<file path="config.mk">
export PLATFORM = sky130hd
export DESIGN_NAME = ram_arbiter816_flat
export DESIGN_NICKNAME = d
export VERILOG_FILES = /design/src/rtl/ram_arbiter816_if.sv /design/src/rtl/ram_arbiter816.sv /design/src/flat_wrapper.sv
export SDC_FILE = /design/constraint.sdc
export NUM_CORES = 1
export LEC_CHECK = 0
export CORE_ASPECT_RATIO = 1.1
export CORE_UTILIZATION = 38
export CTS_BUF_LIST = sky130_fd_sc_hd__clkbuf_8
export CTS_CLUSTER_SIZE = 8
export DETAILED_ROUTE_END_ITERATION = 10
export PLACE_DENSITY = 0.82
export SLEW_MARGIN = 10
export SYNTH_ARGS = -nofsm -noshare
export SYNTH_HDL_FRONTEND = slang
export SYNTH_SLANG_ARGS = --single-unit
</file>
<file path="constraint.sdc">
create_clock -name clk -period 1.6 [get_ports clk]
set_clock_uncertainty 0.1 [all_clocks]
set_input_delay 0.32 -clock clk [delete_from_list [all_inputs] [get_ports clk]]
set_output_delay 0.32 -clock clk [all_outputs]
set_load 0.01 [all_outputs]
</file>
<file path="src/rtl/ram_arbiter816_if.sv">
// ram_arbiter816_if: CPU, DMA and RAM-side signal bundle of the block RAM arbiter.
// slave is the arbiter's view; master is the view of the surrounding buses and RAM.
interface ram_arbiter816_if #(
    parameter int AW = 20,
    parameter int DW = 8
);
    logic          cpu_cs;
    logic          cpu_rw;
    logic [AW-1:0] cpu_ad;
    logic [DW-1:0] cpu_dati;
    logic [DW-1:0] cpu_dato;
    logic          cpu_rdy;
    logic          dma_req;
    logic          dma_we;
    logic [AW-1:0] dma_adr;
    logic [DW-1:0] dma_dati;
    logic [DW-1:0] dma_dato;
    logic          dma_ack;
    logic          ram_en;
    logic          ram_we;
    logic [AW-1:0] ram_adr;
    logic [DW-1:0] ram_din;
    logic [DW-1:0] ram_dout;

    modport slave (
        input  cpu_cs, cpu_rw, cpu_ad, cpu_dati,
        input  dma_req, dma_we, dma_adr, dma_dati,
        input  ram_dout,
        output cpu_dato, cpu_rdy, dma_dato, dma_ack,
        output ram_en, ram_we, ram_adr, ram_din
    );

    modport master (
        output cpu_cs, cpu_rw, cpu_ad, cpu_dati,
        output dma_req, dma_we, dma_adr, dma_dati,
        output ram_dout,
        input  cpu_dato, cpu_rdy, dma_dato, dma_ack,
        input  ram_en, ram_we, ram_adr, ram_din
    );
endinterface

</file>
<file path="src/rtl/ram_arbiter816.sv">
// ram_arbiter816: round-robin sharing of the single-port block RAM between the
// FT832 CPU bus and the DMA/blitter port, with read-latency sequencing, the CPU
// rdy wait-state and a one-cycle DMA ack.
module ram_arbiter816 #(
    parameter int AW     = 20,
    parameter int DW     = 8,
    parameter int RD_LAT = 2
) (
    input  logic clk,
    input  logic rst,
    ram_arbiter816_if.slave bus
);
    typedef enum logic [1:0] {IDLE, ACCESS, WAIT, DONE} state_t;

    // WAIT always lasts RD_LAT cycles so capture lines up with ram_dout valid.
    localparam logic [2:0] CNT_INIT = 3'(RD_LAT - 1);

    state_t        state, state_nx;
    logic          take_cpu, take_dma;
    logic          en_c, we_c;
    logic          sel_dma;
    logic          last_dma;
    logic          we_q;
    logic          cpu_done;
    logic          dma_ack_q;
    logic [2:0]    cnt;
    logic [AW-1:0] adr_q;
    logic [DW-1:0] din_q;
    logic [DW-1:0] cpu_dato_q;
    logic [DW-1:0] dma_dato_q;

    // Next-state, arbitration and RAM strobe decode.
    always_comb begin
        state_nx = state;
        take_cpu = 1'b0;
        take_dma = 1'b0;
        en_c     = 1'b0;
        we_c     = 1'b0;
        case (state)
            IDLE: begin
                if (bus.cpu_cs && (!bus.dma_req || last_dma)) begin
                    take_cpu = 1'b1;
                    state_nx = ACCESS;
                end else if (bus.dma_req) begin
                    take_dma = 1'b1;
                    state_nx = ACCESS;
                end
            end
            ACCESS: begin
                en_c     = 1'b1;
                we_c     = we_q;
                state_nx = we_q ? DONE : WAIT;
            end
            WAIT: begin
                if (cnt == '0) begin
                    state_nx = DONE;
                end
            end
            DONE: state_nx = IDLE;
            default: state_nx = IDLE;
        endcase
    end

    // State register.
    always_ff @(posedge clk or negedge rst) begin
        if (!rst) begin
            state <= IDLE;
        end else begin
            state <= state_nx;
        end
    end

    // Request latching, latency counter, read capture and completion pulses.
    always_ff @(posedge clk or negedge rst) begin
        if (!rst) begin
            sel_dma    <= 1'b0;
            last_dma   <= 1'b1;
            we_q       <= 1'b0;
            cnt        <= '0;
            adr_q      <= '0;
            din_q      <= '0;
            cpu_dato_q <= '0;
            dma_dato_q <= '0;
            cpu_done   <= 1'b0;
            dma_ack_q  <= 1'b0;
        end else begin
            cpu_done  <= 1'b0;
            dma_ack_q <= 1'b0;
            if (take_cpu) begin
                adr_q    <= bus.cpu_ad;
                din_q    <= bus.cpu_dati;
                we_q     <= ~bus.cpu_rw;
                sel_dma  <= 1'b0;
                last_dma <= 1'b0;
            end
            if (take_dma) begin
                adr_q    <= bus.dma_adr;
                din_q    <= bus.dma_dati;
                we_q     <= bus.dma_we;
                sel_dma  <= 1'b1;
                last_dma <= 1'b1;
            end
            if (state == ACCESS && !we_q) begin
                cnt <= CNT_INIT;
            end
            if (state == WAIT) begin
                if (cnt != '0) begin
                    cnt <= cnt - 3'd1;
                end else if (sel_dma) begin
                    dma_dato_q <= bus.ram_dout;
                end else begin
                    cpu_dato_q <= bus.ram_dout;
                end
            end
            if (state_nx == DONE) begin
                if (sel_dma) begin
                    dma_ack_q <= 1'b1;
                end else begin
                    cpu_done <= 1'b1;
                end
            end
        end
    end

    assign bus.ram_en   = en_c;
    assign bus.ram_we   = we_c;
    assign bus.ram_adr  = adr_q;
    assign bus.ram_din  = din_q;
    assign bus.cpu_dato = cpu_dato_q;
    assign bus.dma_dato = dma_dato_q;
    assign bus.dma_ack  = dma_ack_q;
    assign bus.cpu_rdy  = ~bus.cpu_cs | cpu_done;
endmodule
</file>
<file path="src/flat_wrapper.sv">
// flat-port wrapper written by rule: the top's interface ports become plain ports
module ram_arbiter816_flat 
#(
    parameter int AW     = 20,
    parameter int DW     = 8,
    parameter int RD_LAT = 2
)
  (clk, rst, bus_cpu_cs, bus_cpu_rw, bus_cpu_ad, bus_cpu_dati, bus_dma_req, bus_dma_we, bus_dma_adr, bus_dma_dati, bus_ram_dout, bus_cpu_dato, bus_cpu_rdy, bus_dma_dato, bus_dma_ack, bus_ram_en, bus_ram_we, bus_ram_adr, bus_ram_din);
  ram_arbiter816_if #(.AW(AW), .DW(DW)) bus_i ();
  input  logic clk;
  input  logic rst;
  input wire logic [$bits(bus_i.cpu_cs)-1:0] bus_cpu_cs;
  input wire logic [$bits(bus_i.cpu_rw)-1:0] bus_cpu_rw;
  input wire logic [$bits(bus_i.cpu_ad)-1:0] bus_cpu_ad;
  input wire logic [$bits(bus_i.cpu_dati)-1:0] bus_cpu_dati;
  input wire logic [$bits(bus_i.dma_req)-1:0] bus_dma_req;
  input wire logic [$bits(bus_i.dma_we)-1:0] bus_dma_we;
  input wire logic [$bits(bus_i.dma_adr)-1:0] bus_dma_adr;
  input wire logic [$bits(bus_i.dma_dati)-1:0] bus_dma_dati;
  input wire logic [$bits(bus_i.ram_dout)-1:0] bus_ram_dout;
  output wire logic [$bits(bus_i.cpu_dato)-1:0] bus_cpu_dato;
  output wire logic [$bits(bus_i.cpu_rdy)-1:0] bus_cpu_rdy;
  output wire logic [$bits(bus_i.dma_dato)-1:0] bus_dma_dato;
  output wire logic [$bits(bus_i.dma_ack)-1:0] bus_dma_ack;
  output wire logic [$bits(bus_i.ram_en)-1:0] bus_ram_en;
  output wire logic [$bits(bus_i.ram_we)-1:0] bus_ram_we;
  output wire logic [$bits(bus_i.ram_adr)-1:0] bus_ram_adr;
  output wire logic [$bits(bus_i.ram_din)-1:0] bus_ram_din;
  assign bus_i.cpu_cs = bus_cpu_cs;
  assign bus_i.cpu_rw = bus_cpu_rw;
  assign bus_i.cpu_ad = bus_cpu_ad;
  assign bus_i.cpu_dati = bus_cpu_dati;
  assign bus_i.dma_req = bus_dma_req;
  assign bus_i.dma_we = bus_dma_we;
  assign bus_i.dma_adr = bus_dma_adr;
  assign bus_i.dma_dati = bus_dma_dati;
  assign bus_i.ram_dout = bus_ram_dout;
  assign bus_cpu_dato = bus_i.cpu_dato;
  assign bus_cpu_rdy = bus_i.cpu_rdy;
  assign bus_dma_dato = bus_i.dma_dato;
  assign bus_dma_ack = bus_i.dma_ack;
  assign bus_ram_en = bus_i.ram_en;
  assign bus_ram_we = bus_i.ram_we;
  assign bus_ram_adr = bus_i.ram_adr;
  assign bus_ram_din = bus_i.ram_din;
  ram_arbiter816 #(.AW(AW), .DW(DW), .RD_LAT(RD_LAT)) u_core (.clk(clk), .rst(rst), .bus(bus_i));
endmodule
</file>
==> reports/qor.csv <==
stage,metric,value,unit
global_routing,global-route congestion overflow total,0,
clock_network,total number of H-tree levels,2,
die,number of cell rows,30,
global_routing,GRT Resource Usage Total,20.16,%
placement,Placed Instance Area,0.003928,mm2
logic_synthesis,area of the mapped netlist,0.002545,mm2
logic_synthesis,synthesis warning total,0,
timing,final slew viol count,0,
placement,setup slack at placement,-0.2050,ns
timing,final worst-path cycle share,104.1,%
clock_network,worst-skew pair later-pin latency,0.31,ns
logic_synthesis,syn avg cell area,10.60,um2
placement,count of placed standard cells including taps,446,
pwr,"IR drop worst, VDD",0.0007200,V
global_routing,largest net degree at the start of global routing,55,
die,area of the placeable core,0.006306,mm2
clock_network,Num Clock Sinks,54,
die,I/O pins,118,
die,die span in y,87.83,um
pwr,ratio of total power to cell area,1718,mW/mm2
critical_path,reg-to-reg critical path endpoint,u_core.bus.cpu_dato[1],
routing,Initial DRT Pass Iterations,4,
pwr,total power,7.117,mW
die,overall die area,0.007029,mm2
timing,total negative slack for setup checks,-0.6472,ns
logic_synthesis,sequential fraction of the synthesis area,53.15,%
critical_path,category of the critical setup timing path,flip-flop to primary output,
critical_path,worst-path maximum fanout,3,
critical_path,cell-by-cell listing of the critical path,"ha_2, and2_4, buf_6",
logic_synthesis,"Net Count, Synth",316,
final_layout,Seq. cell area,0.001353,mm2
routing,routed length per instance,14.93,um
timing,maximum clock frequency,600.2,MHz
final_layout,antenna cell count,0,
placement,HPWL after DPL,4989,um
final_layout,Area growth syn-to-layout,62.83,%
final_layout,Final Core Density,65.71,%
placement,count of buffers inserted at the top-level ports,117,
routing,detailed-route wire length,6897,um
global_routing,initial antenna violation count,0,
critical_path,number of cells on the worst reg-to-reg path,6,
run_status,violations in the final reports,setup timing,
logic_synthesis,number of instances in the synthesized netlist,240,
hold_path,Hold WC Path Type,flip-flop to flip-flop,
timing,pin slew with the least headroom to its limit,0.3830,ns
critical_path,master of the slowest instance on the critical path,sky130_fd_sc_hd__dfrtp_1,
critical_path,maximum cell stage delay along the critical path,0.44,ns
routing,count of unresolved DRC violations after routing,0,
run_status,outcome,"complete, but fails checks",
clock_network,clock buffers created by TritonCTS,5,
timing,minimum period implied by the final worst setup slack,1.666,ns
logic_synthesis,flip-flop and latch count after synthesis,54,
final_layout,fill cell count,539,
routing,routed via count,2354,
final_layout,Final Net Count,457,
timing,Fin. Hold Viols,0,
clock_network,maximum buffer depth of the clock tree,2,
critical_path,origin of the critical flop-to-flop path,u_core.state[0],
timing,final hold slack,0.3891,ns
routing,initial drt markers,69,
routing,via/cell ratio,5.095,
critical_path,Crit. End Element,primary output,
logic_synthesis,post-synthesis cell type with the largest combined area,sky130_fd_sc_hd__dfrtp_1,
timing,RSZ-0062 raised after global routing,true,
critical_path,CP required,1.18,ns
global_routing,wire length of the first global-routing pass,10900,um
critical_path,setup slack of the most critical reg-to-reg path,-0.07,ns
final_layout,share of final-layout standard cells stronger than drive strength 1,22.25,%
critical_path,capture point of the worst path,bus_ram_we,
die,width of the chip,80.03,um
timing,post-layout worst setup margin,-0.06602,ns
placement,Routability Congestion,0.7268,
final_layout,"Cell Count, Final, Fillers Out",462,
timing,setup violation total in the final timing report,12,
final_layout,multi-input combinational cell area,0.001126,mm2
die,effective utilization at floorplan,40.36,%
clock_network,Root Buffer,sky130_fd_sc_hd__clkbuf_8,
run,max-cap violations,0,
pwr,Static Leakage,1.912,nW
critical_path,worst setup path start,u_core.state[0],
critical_path,kind of launch point of the worst setup path,flip-flop,
critical_path,arrival time at the worst endpoint,1.25,ns
clock_network,Clock Pin Slew Worst Setup and Hold Paths,0.11,ns
routing,number of nets still failing antenna checks after routing,0,
clock_network,clock tree from TritonCTS,done,
logic_synthesis,area share of the largest cell type after synthesis,52.11,%
final_layout,finished layout cell area,0.004144,mm2
timing,relative slew slack,74.19,%
logic_synthesis,top cells by area in the synthesized netlist,"sky130_fd_sc_hd__dfrtp_1, sky130_fd_sc_hd__mux2_2, sky130_fd_sc_hd__a21oi_1",
global_routing,vias in the first global route,2403,
logic_synthesis,Unique masters post-synth,36,
==> placed cells by master (no fill, tap or decap), drive strengths merged, types with 2 or more instances in the layout <==
master / netlist / layout
nand2b: 2 / 2
inv: 6 / 8
mux2i: 4 / 4
nand2: 30 / 30
dlygate4sd2: 0 / 45
mux2: 16 / 16
nor2: 3 / 3
clkdlybuf4s50: 0 / 68
dfrtp: 53 / 53
a21boi: 2 / 2
clkbuf: 7 / 5
a21oi: 30 / 30
ha: 6 / 6
o21ai: 59 / 59
buf: 9 / 34
==> logic make-up after synthesis <==
kind of cell	count (synthesis)	synth area share, %
AOI/OAI and AO/OA	98	22.08
adders and majority gates	6	2.950
buffers and inverters	22	5.801
DFF	54	53.15
muxes	20	8.653
and+or+nand+nor	40	7.375
==> cells in the mapped netlist (all sizes together) <==
cell,count
and3,1
a31oi,1
nand2b,2
and3b,1
a32oi,1
a21oi,30
mux2,16
mux2i,4
nand2,30
buf,9
o21a,1
and2,1
a21bo,1
inv,6
o22ai,1
a21boi,2
dfrtp,53
nor2,3
nand3b,1
dfstp,1
ha,6
nand4b,1
o21ai,59
a22o,1
clkbuf,7
a221oi,1
==> where the power goes <==
part           internal (mW)  total, mW  switching (mW)
logic                   2.06       3.88            1.82
clock network          0.329      0.825           0.496
registers               2.04       2.41           0.377
==> layer usage <==
metal | track usage, % | vias to the layer above | part of all wire, %
li1 | - | 1123 | -
met5 | 0 | - | 0
met3 | 5.000 | 8 | 7.5
met2 | 37.22 | 100 | 52
met1 | 23.41 | 1123 | 40
met4 | 4.708 | 0 | 1.2
==> area by class of cell <==
type,instances,share of cell area (%)
Tap cell,80,2.415
Clock inverter,3,0.6944
Inverter,6,0.5435
Sequential cell,54,32.64
Timing Repair Buffer,150,34.87
Clock buffer,5,1.661
Multi-Input combinational cell,164,27.17
==> how the worst min path moves through the flow <==
stage | startpoint | to | cells after the start
6_report | u_core.bus.ram_din[0] | u_core.bus.ram_din[0] | 2
2_1_floorplan | rst | u_core.bus.cpu_dato[0] | 0
5_1_grt | u_core.bus.ram_adr[10] | u_core.bus.ram_adr[10] | 2
3_5_place_dp | rst | u_core.bus.dma_dato[0] | 2
4_1_cts | u_core.bus.ram_adr[18] | u_core.bus.ram_adr[18] | 2
3_3_place_gp | rst | u_core.bus.dma_dato[0] | 2
==> critical path, delay by kind of cell, from the launching register on <==
family / cells / cell delay, ns
buf+inv: 1 / 0.11
simple gates: 1 / 0.16
fa+ha+maj: 1 / 0.23
flops: 1 / 0.44
==> state kept, by name, summed over array words and instances (netlist names) <==
register and cells:
u_core.last_dma 1, u_core.bus.dma_ack 1, u_core.bus.dma_dato 8, u_core.we_q 1, u_core.bus.ram_adr 20, u_core.bus.ram_din 8, u_core.sel_dma 1, u_core.cnt 3
u_core.cpu_done 1, u_core.state 2, u_core.bus.cpu_dato 8
==> repair_timing <==
| item | in CTS | in global routing |
|---|---|---|
| pin swaps | 3 | 3 |
| endpoints found under the setup margin | 93 | 45 |
| hold buffers | 1 | 0 |
| hold endpoints to repair | 53 | 0 |
| setup buffers | 6 | 0 |
| gates cloned | 1 | 0 |
| gates resized for setup | 70 | 7 |
No activity file was read; power rests on OpenSTA's default activity.
